**src/rtl/bcd_ex3_pkg.sv**
```systemverilog
// Shared constants and helpers for the BCD up/down counter with excess-3 decode.
// Imported by the digit slice and by the counter top.
package bcd_ex3_pkg;

  localparam int DIGIT_W = 4;
  localparam logic [DIGIT_W-1:0] BCD_MAX    = 4'd9;
  localparam logic [DIGIT_W-1:0] EX3_OFFSET = 4'd3;

  function automatic logic is_bcd(input logic [DIGIT_W-1:0] nib);
    return nib <= BCD_MAX;
  endfunction

endpackage

```
**src/rtl/bcd_ex3_digit.sv**
```systemverilog
// One BCD digit register with ripple carry/borrow, sanitising parallel load,
// and a combinational excess-3 view of the stored digit.
module bcd_ex3_digit
  import bcd_ex3_pkg::*;
(
  input  logic               clk,
  input  logic               rst_n,
  input  logic               load,
  input  logic [DIGIT_W-1:0] load_nib,
  input  logic               up_dn,
  input  logic               step_in,
  output logic               step_out,
  output logic               nib_err,
  output logic [DIGIT_W-1:0] q,
  output logic [DIGIT_W-1:0] ex3
);

  logic at_terminal;

  // Terminal digit depends on direction: 9 rolls over going up, 0 going down.
  always_comb begin
    at_terminal = up_dn ? (q == BCD_MAX) : (q == '0);
    step_out    = step_in & at_terminal;
    nib_err     = load & ~is_bcd(load_nib);
    ex3         = q + EX3_OFFSET;
  end

  always_ff @(posedge clk or negedge rst_n) begin
    if (!rst_n) begin
      q <= '0;
    end else if (load) begin
      q <= is_bcd(load_nib) ? load_nib : '0;
    end else if (step_in) begin
      if (up_dn) q <= at_terminal ? '0 : q + 4'd1;
      else       q <= at_terminal ? BCD_MAX : q - 4'd1;
    end
  end

endmodule

```
**src/rtl/bcd_ex3_counter.sv**
```systemverilog
// Multi-digit BCD up/down counter with parallel load and excess-3 output.
// The top only chains digit slices and registers the wrap / load_err pulses.
module bcd_ex3_counter
  import bcd_ex3_pkg::*;
#(
  parameter int DIGITS = 2
) (
  input  logic                      clk,
  input  logic                      rst_n,
  input  logic                      en,
  input  logic                      up_dn,
  input  logic                      load,
  input  logic [DIGIT_W*DIGITS-1:0] load_val,
  output logic [DIGIT_W*DIGITS-1:0] q_bcd,
  output logic [DIGIT_W*DIGITS-1:0] q_ex3,
  output logic                      wrap,
  output logic                      load_err
);

  logic [DIGITS:0]   carry;
  logic [DIGITS-1:0] nib_err;

  // Load wins over count, so the chain is only fed when no load is pending;
  // this also keeps a loaded terminal value from flagging a wrap.
  assign carry[0] = en & ~load;

  for (genvar i = 0; i < DIGITS; i++) begin : g_digit
    bcd_ex3_digit u_digit (
      .clk      (clk),
      .rst_n    (rst_n),
      .load     (load),
      .load_nib (load_val[DIGIT_W*i +: DIGIT_W]),
      .up_dn    (up_dn),
      .step_in  (carry[i]),
      .step_out (carry[i+1]),
      .nib_err  (nib_err[i]),
      .q        (q_bcd[DIGIT_W*i +: DIGIT_W]),
      .ex3      (q_ex3[DIGIT_W*i +: DIGIT_W])
    );
  end

  always_ff @(posedge clk or negedge rst_n) begin
    if (!rst_n) begin
      wrap     <= 1'b0;
      load_err <= 1'b0;
    end else begin
      wrap     <= carry[DIGITS];
      load_err <= |nib_err;
    end
  end

endmodule
```
**config.mk**
```make
export PLATFORM = sky130hd
export DESIGN_NAME = bcd_ex3_counter
export DESIGN_NICKNAME = d
export VERILOG_FILES = /design/src/rtl/bcd_ex3_pkg.sv /design/src/rtl/bcd_ex3_digit.sv /design/src/rtl/bcd_ex3_counter.sv
export SDC_FILE = /design/constraint.sdc
export NUM_CORES = 1
export LEC_CHECK = 0
export ABC_AREA = 1
export CAP_MARGIN = 10
export CELL_PAD_IN_SITES_DETAIL_PLACEMENT = 0
export CELL_PAD_IN_SITES_GLOBAL_PLACEMENT = 1
export CORE_AREA = 3 3 60 62
export DETAILED_ROUTE_END_ITERATION = 8
export DIE_AREA = 0 0 63 65
export PLACE_DENSITY_LB_ADDON = 0.1
export SLEW_MARGIN = 20
export SYNTH_ARGS = -nofsm -noshare
export SYNTH_HDL_FRONTEND = slang
export SYNTH_SLANG_ARGS = --single-unit
```
**constraint.sdc**
```tcl
create_clock -name clk -period 1.55 [get_ports clk]
set_input_delay 0.3875 -clock clk [delete_from_list [all_inputs] [get_ports clk]]
set_output_delay 0.3875 -clock clk [all_outputs]
set_load 0.005 [all_outputs]
```
# ---- Word-level counts from Yosys, hierarchy flattened
# Cells that the tools add are included.
dict set report totals {
  regBits 10
  in_bits 13
  out_inout_bits 18
}
dict set report classes {
  add_sub_neg 6
  n_lt_le_gt_ge 2
  n_eq_ne 2
  n_mux 14
  bitwise 8
  n_reduce_logical 5
}
# operator n
set op_table {}
lappend op_table {{$mux W4} 12}
lappend op_table {{$add A4 B1 Y4 const B} 2}
lappend op_table {{$add A4 B2 Y4 const B} 2}
lappend op_table {{$eq A4 B4 Y1 const B} 2}
lappend op_table {{$le A4 B4 Y1 const B} 2}
lappend op_table {{$logic_not A4 Y1} 2}
lappend op_table {{$sub A4 B1 Y4 const B} 2}
lappend op_table {{$and A1 B1 Y1} 5}
lappend op_table {{$reduce_bool A2 Y1} 2}
lappend op_table {{$not A1 Y1} 3}
lappend op_table {{$mux W1} 2}
lappend op_table {{$reduce_or A2 Y1} 1}

# ---- Depth between registers and ports, before layout
# Gate-level depths: netlist of the first run.
dict set report depth {
  word_depth 6
  depth_mapped 10
}

# ---- By module
# From an unflattened synthesis of the first run, not the netlist that was laid out.
dict set report hier_totals {
  cells_unflattened 143
  hier_area_um2 959.7
}
# mod instances cells_per_inst area_per_inst_um2 seq_area_each_um2
set by_module_without_submodules {}
lappend by_module_without_submodules {{bcd_ex3_digit at g_digit[1].u_digit} 1 68 451.7 100.1}
lappend by_module_without_submodules {{bcd_ex3_digit at g_digit[0].u_digit} 1 68 436.7 100.1}
lappend by_module_without_submodules {bcd_ex3_counter 1 7 71.3 50.0}

# ---- Worst setup path after synthesis of the first run
# OpenSTA, ideal clock, no wires.
dict set report synth_timing {
  path_kind {register -> register}
  start {register g_digit[0].u_digit.q[0]}
  end {register g_digit[0].u_digit.q[3]}
  setup_time_ps 116
  arrival_time_ps 1320
  setup_slack_ps 113
  stages_incl_launch_ff 11
  path_buffers 0
  synth_period_minus_slack_ps 1437
  cell_sequence {dfrtp_1 > inv_1 > ha_1 > inv_1 > nor2_2 > nand2_1 > nand2_4 > o21bai_1 > nand2_1 > nand2_1 > nand2_1}
}
dict set report synth_between {
  elab_chain_len 6
  elab_cells_between_ends 10
  cone_classes {add/sub: 2; eq/ne: 1; mux: 6; reduce/logical: 1}
}
# item line
set synth_lines {}
lappend synth_lines {{start: declaration} bcd_ex3_digit.sv:14} ;# output logic [DIGIT_W-1:0] q,
lappend synth_lines {{start signal: assignment} bcd_ex3_digit.sv:32} ;# q <= is_bcd(load_nib) ? load_nib : '0;
lappend synth_lines {{start signal: assignment} bcd_ex3_digit.sv:34} ;# if (up_dn) q <= at_terminal ? '0 : q + 4'd1;
lappend synth_lines {{start signal: assignment} bcd_ex3_digit.sv:35} ;# else q <= at_terminal ? BCD_MAX : q - 4'd1;
lappend synth_lines {{branches (longest 3 deep; another with $sub A4 B1 Y4)} -}
lappend synth_lines {{$mux W4 *} bcd_ex3_digit.sv:34}
lappend synth_lines {{$mux W4 *} bcd_ex3_digit.sv:33} ;# end else if (step_in) begin
lappend synth_lines {{$mux W4 *} bcd_ex3_digit.sv:31} ;# end else if (load) begin
# Mark *: on every way between the ends. The select of a mux whose other input is x is not followed.
# A chain may end at the register's enable or synchronous reset.

# ---- Final worst setup path of the first run
dict set report layout_timing {
  start {register g_digit[0].u_digit.q[0]}
  end {register g_digit[1].u_digit.q[0]}
}
dict set report layout_between {
  elab_chain_len 4
  elab_cells_between_ends 5
  cone_classes {eq/ne: 1; mux: 1; bitwise: 1; reduce/logical: 2}
}
# item line
set layout_lines {}
lappend layout_lines {{$eq A4 B4 Y1 / $logic_not A4 Y1 (equally long branches)} bcd_ex3_digit.sv:22} ;# at_terminal = up_dn ? (q == BCD_MAX) : (q == '0);
lappend layout_lines {{$mux W1 *} bcd_ex3_digit.sv:22}
lappend layout_lines {{$and A1 B1 Y1 *} bcd_ex3_digit.sv:23} ;# step_out = step_in & at_terminal;
lappend layout_lines {{$reduce_bool A2 Y1 (no source line) *} -}
lappend layout_lines {{end signal: assignment} bcd_ex3_digit.sv:32}
lappend layout_lines {{end signal: assignment} bcd_ex3_digit.sv:34}
lappend layout_lines {{end signal: assignment} bcd_ex3_digit.sv:35}
lappend layout_lines {{end: declaration} bcd_ex3_digit.sv:14}
# Mark *: on every way between the ends. The rest lies on a longest branch, timed or not.

==> run_summary.xml, run 1 <==
<?xml version="1.0" encoding="UTF-8"?>
<metrics>
  <group name="sta">
    <metric name="post-route-period-util" unit="%">107</metric>
    <metric name="finalHoldViolations" unit="">0</metric>
    <metric name="achievable-frequency" unit="MHz">602</metric>
    <metric name="rsz0062_at_grt" unit="">true</metric>
    <metric name="maxSlewHeadroom" unit="%">80.2</metric>
    <metric name="finalSetupViolCount" unit="">16</metric>
    <metric name="final-max-slew-violation-count" unit="">0</metric>
    <metric name="fin_crit" unit="ns">1.66</metric>
    <metric name="post-route-worst-setup-slack" unit="ns">-0.111</metric>
    <metric name="fin_worst_skew" unit="ns">0.00145</metric>
    <metric name="tightest_slew" unit="ns">0.296</metric>
  </group>
  <group name="status">
    <metric name="outcome" unit="">complete, but fails checks</metric>
    <metric name="failing_checks" unit="">setup timing</metric>
  </group>
  <group name="global_routing">
    <metric name="grt_antenna_before_repair" unit="">0</metric>
    <metric name="grt_start_max_net_pins" unit="">11</metric>
    <metric name="grt_pass1_vias" unit="">1177</metric>
    <metric name="globalRouteTotalUtil" unit="%">15.5</metric>
    <metric name="globalRoute.totalOverflow" unit="">0</metric>
    <metric name="global_route_wire_length_before_repair" unit="mm">5.17</metric>
  </group>
  <group name="drt">
    <metric name="dr.pass1.iters" unit="">4</metric>
    <metric name="dr_total_vias" unit="">1227</metric>
    <metric name="detailedRoute.firstIterationViolations" unit="">79</metric>
    <metric name="wirelength" unit="mm">3.23</metric>
    <metric name="ant_nets" unit="">0</metric>
    <metric name="wl_per_cell" unit="microns">11.9</metric>
    <metric name="drt_drc_violations_left" unit="">0</metric>
    <metric name="routed_via_density" unit="">4.51</metric>
  </group>
  <group name="placed_design">
    <metric name="buffer_ports.inserted" unit="">30</metric>
    <metric name="worst_setup_slack_post_dpl" unit="ns">-0.221</metric>
    <metric name="routabilityCongestion" unit="">0.778</metric>
    <metric name="placed_instance_area" unit="sq mm">0.00153</metric>
    <metric name="placed_cells" unit="">245</metric>
    <metric name="dp.final_hpwl" unit="mm">2.26</metric>
  </group>
  <group name="synth">
    <metric name="synth_top_family_by_area" unit="">simple AND/OR/NAND/NOR gates</metric>
    <metric name="synth_compound_gate_area_share" unit="%">9.30</metric>
    <metric name="yosys.area_share.adder" unit="%">7.97</metric>
    <metric name="synthMuxAreaShare" unit="%">0</metric>
    <metric name="mappedNetlistArea" unit="sq um">942</metric>
    <metric name="synth.ff_latch_count" unit="">10</metric>
    <metric name="syn-instance-count" unit="">140</metric>
    <metric name="synth_cell_types" unit="">22</metric>
    <metric name="total_nets_after_synthesis" unit="">159</metric>
    <metric name="ys.warnings.count" unit="">0</metric>
    <metric name="synth-simple-area-share" unit="%">37.8</metric>
    <metric name="synthesis.area_per_instance" unit="sq um">6.73</metric>
    <metric name="synth_seq_area_share" unit="%">26.6</metric>
    <metric name="post_synth_xor_area_fraction" unit="%">6.51</metric>
  </group>
  <group name="job">
    <metric name="max_cap_viol_count" unit="">0</metric>
  </group>
  <group name="clock_network">
    <metric name="cts-buffers-inserted" unit="">3</metric>
    <metric name="tritoncts" unit="">yes</metric>
    <metric name="root_buffer" unit="">clkbuf_4</metric>
    <metric name="skew_pair_late_insertion_delay" unit="ns">0.27</metric>
    <metric name="cts.reportedPaths.clkPinSlew" unit="ns">0.08</metric>
    <metric name="clock_tree.htree_level_count" unit="">1</metric>
    <metric name="cts_max_path_buffers" unit="">2</metric>
    <metric name="clock-sinks" unit="">10</metric>
  </group>
  <group name="setup_path">
    <metric name="worst-setup-path-type" unit="">flip-flop to flip-flop</metric>
    <metric name="worstPathArrival" unit="ns">1.82</metric>
    <metric name="setup.worst_path.start_class" unit="">flip-flop</metric>
    <metric name="critical_path_required" unit="ns">1.71</metric>
    <metric name="timing.critical_path.to_type" unit="">flip-flop</metric>
    <metric name="worst-path-max-fanout" unit="">5</metric>
  </group>
  <group name="pwr">
    <metric name="vdd_drop_max" unit="uV">445</metric>
    <metric name="pwr_density_cell" unit="mW/mm^2">951</metric>
    <metric name="finalPower" unit="mW">1.83</metric>
    <metric name="power.static_leakage" unit="nW">0.987</metric>
  </group>
  <group name="cells_and_area">
    <metric name="antennaDiodeCount" unit="">0</metric>
    <metric name="nNetsFinal" unit="">248</metric>
    <metric name="ff_latch_area" unit="sq um">251</metric>
    <metric name="final_core_utilization" unit="%">62.5</metric>
    <metric name="layout.cells.non_filler" unit="">272</metric>
    <metric name="fin_area" unit="sq mm">0.00192</metric>
    <metric name="multiInputGateArea" unit="sq um">777</metric>
    <metric name="drive_above_1_share" unit="%">55.7</metric>
    <metric name="num-fill-cells" unit="">280</metric>
    <metric name="synthToLayoutAreaGrowth" unit="%">104</metric>
  </group>
  <group name="die">
    <metric name="row_count" unit="">20</metric>
    <metric name="chipHeight" unit="microns">65</metric>
    <metric name="die-width" unit="microns">63</metric>
    <metric name="initial_standard_cell_utilization_of_the_core" unit="%">30.6</metric>
    <metric name="core-area" unit="sq mm">0.00308</metric>
    <metric name="die_area" unit="sq mm">0.00410</metric>
    <metric name="i_o_pins" unit="">31</metric>
  </group>
  <group name="worst_hold_path">
    <metric name="holdCritPathClass" unit="">input pin to async pin</metric>
  </group>
</metrics>
[cell type report]
class                      instances  share of cell area (%)
clock buffer                       4                    1.89
inverter                          21                    4.23
multi-input combinational        105                    40.4
sequential                        10                    13.1
tap                               44                    2.86
timing repair buffer              88                    37.6
[worst max-delay path, stage by stage, from the launching register on]
cell     delay (ns)
dfrtp_1        0.44
buf_6          0.14
buf_6          0.11
buf_6          0.12
ha_4           0.15
nand2_2        0.07
inv_2          0.05
nand2_4        0.08
nand2_8        0.08
nand2_8        0.11
nand2_8        0.07
nand3_2        0.07
o21ai_1        0.06
[cells by family after synthesis]
family                     after synthesis
and+or+nand+nor                         76
buffers and inverters                   25
AOI/OAI and AO/OA                       16
DFF                                     10
xor gates and xnor gates                 7
adders and majority gates                6
[final timing paths]
kind,from,end,slack [ns],depth (start not counted)
worst max-delay path,g_digit[0].u_digit.q[0]$_DFFE_PN0P_,g_digit[1].u_digit.q[0]$_DFFE_PN0P_,-0.11,12
worst min-delay path,rst_n,g_digit[0].u_digit.q[2]$_DFFE_PN0P_,0.41,2
worst max register to register,g_digit[0].u_digit.q[0]$_DFFE_PN0P_,g_digit[1].u_digit.q[0]$_DFFE_PN0P_,-0.11,12
worst min register to register,g_digit[1].u_digit.q[2]$_DFFE_PN0P_,g_digit[1].u_digit.q[2]$_DFFE_PN0P_,0.62,3
max in group asynchronous,rst_n,g_digit[1].u_digit.q[2]$_DFFE_PN0P_,0.98,2
min in group clk,g_digit[1].u_digit.q[2]$_DFFE_PN0P_,g_digit[1].u_digit.q[2]$_DFFE_PN0P_,0.62,3
[metal layers]
| metal | wire [microns] | GRT usage, % | up-vias |
|---|---|---|---|
| met5 | 0 | 0 | - |
| met4 | 27 | 1.65 | 0 |
| met3 | 172 | 2.60 | 4 |
| met2 | 1550 | 28.3 | 36 |
| met1 | 1480 | 19.7 | 561 |
| li1 | - | - | 626 |
[synthesized netlist by cell type]
cell type  instances  area (sq um)
buf_2              2          10.0
nor2_2             3          18.8
o21ai_1            5          25.0
nand2_1           33           124
nand2_4            3          33.8
nand2_2            1          6.26
xnor2_1            1          8.76
xor2_1             6          52.6
a31oi_1            2          12.5
dfrtp_1           10           250
o21bai_1           1          7.51
nand3_2            1          10.0
inv_1             15          56.3
a21oi_1            2          10.0
a22oi_1            1          7.51
nor2_1            13          48.8
ha_1               6          75.1
nand4_1            4          25.0
inv_2              6          22.5
o21ai_0            5          25.0
nand3_1           18          90.1
buf_6              2          22.5
[metrics by stage]
stage	hold slack, ns	setup TNS [ns]
4_1_cts	0.405	-0.623
2_1_floorplan	0.0919	0
6_report	0.406	-1.00
3_5_place_dp	0.673	-2.40
5_1_grt	0.415	-2.03
3_3_place_gp	0.669	-1.97
[sequential cells by signal, summed over array words and instances, names as in the netlist]
register,count
wrap,1
load_err,1
g_digit.u_digit.q,8
[power by group]
| part | internal, mW | leakage, nW | total, mW | switching, mW |
|---|---|---|---|---|
| logic | 0.695 | 0.842 | 1.25 | 0.552 |
| registers | 0.301 | 0.124 | 0.336 | 0.0345 |
| clock network | 0.143 | 0.0210 | 0.248 | 0.105 |
| total | 1.14 | 0.987 | 1.83 | 0.692 |
[what timing repair did]
action,CTS,global route
hold buffers,0,0
pin swaps,8,20
endpoints found under the setup margin,16,20
gates resized for setup,55,58
buffers inserted,19,8
[cells in the final DEF (no fill, tap or decap), types with 5 or more instances in the layout]
| cell type | instances |
|---|---|
| dfrtp_1 | 9 |
| nand3_1 | 14 |
| nor2_1 | 8 |
| clkdlybuf4s50_1 | 13 |
| buf_2 | 5 |
| nand2_1 | 25 |
| buf_6 | 12 |
| nor2_2 | 6 |
| buf_4 | 48 |
| nand3_2 | 5 |
| inv_2 | 13 |
| inv_1 | 7 |
| nand2_2 | 7 |
| clkbuf_2 | 5 |
Power figures use the tool's default switching activity.
==> inputs of run 2 (changes only) <==
- CORE_AREA: 3 3 60 62 -> 3 3 61 63
- CTS_CLUSTER_DIAMETER: not set -> 40
- DIE_AREA: 0 0 63 65 -> 0 0 64 66
==> run_summary.xml, run 2 (same netlist as run 1, synthesis figures left out) <==
<?xml version="1.0" encoding="UTF-8"?>
<metrics>
  <group name="drt">
    <metric name="detailedRoute.firstIterationViolations" unit="">51</metric>
    <metric name="wl_per_cell" unit="microns">11.0</metric>
    <metric name="drt_drc_violations_left" unit="">0</metric>
    <metric name="routed_via_density" unit="">4.40</metric>
    <metric name="dr_total_vias" unit="">1166</metric>
    <metric name="dr.pass1.iters" unit="">4</metric>
    <metric name="wirelength" unit="mm">2.91</metric>
    <metric name="ant_nets" unit="">0</metric>
  </group>
  <group name="cells_and_area">
    <metric name="layout_common_cells" unit="">40 x buf_4, 29 x nand2_1, 15 x nand3_1</metric>
    <metric name="fin_area" unit="sq mm">0.00180</metric>
    <metric name="mostFrequentLayoutCell" unit="">buf_4</metric>
    <metric name="drive_above_1_share" unit="%">46.6</metric>
    <metric name="nNetsFinal" unit="">240</metric>
    <metric name="ff_latch_area" unit="sq um">251</metric>
    <metric name="max_ffs_per_register" unit="">8</metric>
    <metric name="synthToLayoutAreaGrowth" unit="%">91.5</metric>
    <metric name="num-fill-cells" unit="">326</metric>
    <metric name="largestRegisters" unit="">g_digit.u_digit.q (8), load_err (1), wrap (1)</metric>
    <metric name="max_flop_register" unit="">g_digit.u_digit.q</metric>
    <metric name="antennaDiodeCount" unit="">0</metric>
    <metric name="multiInputGateArea" unit="sq um">699</metric>
  </group>
  <group name="setup_path">
    <metric name="worst-path-max-fanout" unit="">3</metric>
    <metric name="cp_slowest_stage_delay" unit="ns">0.41</metric>
    <metric name="critical_path_required" unit="ns">1.16</metric>
    <metric name="timing.critical_path.to_type" unit="">primary output</metric>
    <metric name="cp_num_buf_inv" unit="">3</metric>
    <metric name="rrSetupSlack" unit="ns">-0.02</metric>
    <metric name="timing.critical_path.slowest_stage_cell" unit="">dfrtp_1</metric>
    <metric name="setup.worst_path.start_class" unit="">flip-flop</metric>
    <metric name="worst-setup-path-type" unit="">flip-flop to primary output</metric>
    <metric name="critPathTopFamily" unit="">flip-flops</metric>
    <metric name="timing.critical_path.cells" unit="">inv_2, ha_4, xor2_2, inv_1, buf_2</metric>
    <metric name="worstPathArrival" unit="ns">1.25</metric>
  </group>
  <group name="global_routing">
    <metric name="globalRouteTotalUtil" unit="%">14.8</metric>
    <metric name="globalRoute.totalOverflow" unit="">0</metric>
    <metric name="grt_start_max_net_pins" unit="">11</metric>
    <metric name="grt_pass1_vias" unit="">1183</metric>
    <metric name="global_route_wire_length_before_repair" unit="mm">4.99</metric>
    <metric name="grt_antenna_before_repair" unit="">0</metric>
  </group>
  <group name="placed_design">
    <metric name="placed_instance_area" unit="sq mm">0.00152</metric>
    <metric name="buffer_ports.inserted" unit="">30</metric>
    <metric name="routabilityCongestion" unit="">0.749</metric>
    <metric name="worst_setup_slack_post_dpl" unit="ns">-0.209</metric>
    <metric name="dp.final_hpwl" unit="mm">2.11</metric>
  </group>
  <group name="sta">
    <metric name="final-max-slew-violation-count" unit="">0</metric>
    <metric name="fin_worst_skew" unit="ns">0.000601</metric>
    <metric name="finalHoldViolations" unit="">0</metric>
    <metric name="maxSlewHeadroom" unit="%">79.5</metric>
    <metric name="timing.hold.ws" unit="ns">0.409</metric>
    <metric name="finalSetupViolCount" unit="">8</metric>
    <metric name="post-route-worst-setup-slack" unit="ns">-0.0873</metric>
    <metric name="post-route-period-util" unit="%">106</metric>
    <metric name="tightest_slew" unit="ns">0.304</metric>
    <metric name="achievable-frequency" unit="MHz">611</metric>
    <metric name="fin_crit" unit="ns">1.64</metric>
    <metric name="rsz0062_at_grt" unit="">true</metric>
  </group>
  <group name="job">
    <metric name="max_cap_viol_count" unit="">0</metric>
  </group>
  <group name="pwr">
    <metric name="pwr-share-comb" unit="%">68.8</metric>
    <metric name="switching_share_of_power" unit="%">37.8</metric>
    <metric name="share_seq_of_total_power" unit="%">20.1</metric>
    <metric name="netSwitchingPower" unit="uW">632</metric>
    <metric name="cell_internal_pwr" unit="mW">1.04</metric>
    <metric name="vdd_drop_max" unit="uV">292</metric>
    <metric name="proportion_of_power_drawn_by_the_clock_network" unit="%">11.1</metric>
    <metric name="finalPower" unit="mW">1.67</metric>
    <metric name="pwr_density_cell" unit="mW/mm^2">927</metric>
    <metric name="power.static_leakage" unit="nW">0.941</metric>
  </group>
  <group name="clock_network">
    <metric name="cts-buffers-inserted" unit="">3</metric>
    <metric name="root_buffer" unit="">clkbuf_4</metric>
    <metric name="cts.reportedPaths.clkPinSlew" unit="ns">0.07</metric>
    <metric name="tritoncts" unit="">yes</metric>
    <metric name="cts_max_path_buffers" unit="">2</metric>
    <metric name="clock_tree.htree_level_count" unit="">1</metric>
    <metric name="clock-sinks" unit="">10</metric>
    <metric name="skew_pair_late_insertion_delay" unit="ns">0.27</metric>
  </group>
  <group name="die">
    <metric name="die_area" unit="sq mm">0.00422</metric>
    <metric name="die-width" unit="microns">64</metric>
    <metric name="core-area" unit="sq mm">0.00328</metric>
    <metric name="initial_standard_cell_utilization_of_the_core" unit="%">28.7</metric>
    <metric name="chipHeight" unit="microns">66</metric>
    <metric name="row_count" unit="">21</metric>
    <metric name="i_o_pins" unit="">31</metric>
  </group>
  <group name="worst_hold_path">
    <metric name="holdCritPathClass" unit="">input pin to async pin</metric>
  </group>
  <group name="status">
    <metric name="failing_checks" unit="">setup timing</metric>
    <metric name="outcome" unit="">complete, but fails checks</metric>
  </group>
</metrics>
-- run 2: cell count changes in the layout (fill, tap and decap cells not counted), moves of 4 or more --
cell      before  now
nand2_1       25   29
buf_4         48   40
nand2_2        7    3
clkbuf_2       5    1
-- run 2: timing repair --
action                                  CTS  global route
resized for setup                        64            27
buffers inserted                         19             3
hold buffers                              0             0
pin swaps                                 8            21
endpoints found under the setup margin   16            19
-- run 2: metrics by stage --
stage	TNS (ns)	std cells	util (%)
floorplan	0	140	-
global placement	-2.12	246	46.4
detailed placement	-2.12	246	46.4
CTS	-0.683	268	52.8
global route	-1.19	265	54.9
finish	-0.371	265	54.9
-- run 2: path summary, 6_finish.rpt --
check                                                    start                                  end  depth (start not counted)
setup / recovery           g_digit[1].u_digit.q[0]$_DFFE_PN0P_                             q_ex3[6]                          5
hold / removal                                           rst_n  g_digit[1].u_digit.q[2]$_DFFE_PN0P_                          2
setup reg to reg           g_digit[1].u_digit.q[0]$_DFFE_PN0P_  g_digit[1].u_digit.q[0]$_DFFE_PN0P_                         11
hold reg to reg            g_digit[1].u_digit.q[2]$_DFFE_PN0P_  g_digit[1].u_digit.q[2]$_DFFE_PN0P_                          3
max in group asynchronous                                rst_n  g_digit[1].u_digit.q[2]$_DFFE_PN0P_                          2
min in group clk           g_digit[1].u_digit.q[2]$_DFFE_PN0P_  g_digit[1].u_digit.q[2]$_DFFE_PN0P_                          3
-- run 2: per-layer routing --
layer	global-route usage, %	part of all wire, %	vias to the layer above	routed length, microns
met3	2.04	4.6	6	135
met4	6.20	1.9	0	54
met2	23.6	45	27	1320
li1	-	-	610	-
met1	19.8	48	523	1400
met5	0	0	-	0
-- run 2: cell type report --
type	instances	area share [%]
multi-input combinational	105	38.8
clock buffer	3	1.25
sequential	10	13.9
tap	46	3.19
inverter	21	4.51
timing repair buffer	80	38.3
-- run 2: power by group through the flow --
| stage | logic [mW] | registers (mW) | clock network (mW) |
|---|---|---|---|
| after global routing | 1.27 | 0.341 | 0.204 |
| after detailed placement | 0.900 | 0.341 | 0 |
| after floorplan | 0.370 | 0.354 | 0 |
| final | 1.15 | 0.336 | 0.186 |
| after CTS | 1.07 | 0.335 | 0.193 |
| after global placement | 0.899 | 0.338 | 0 |
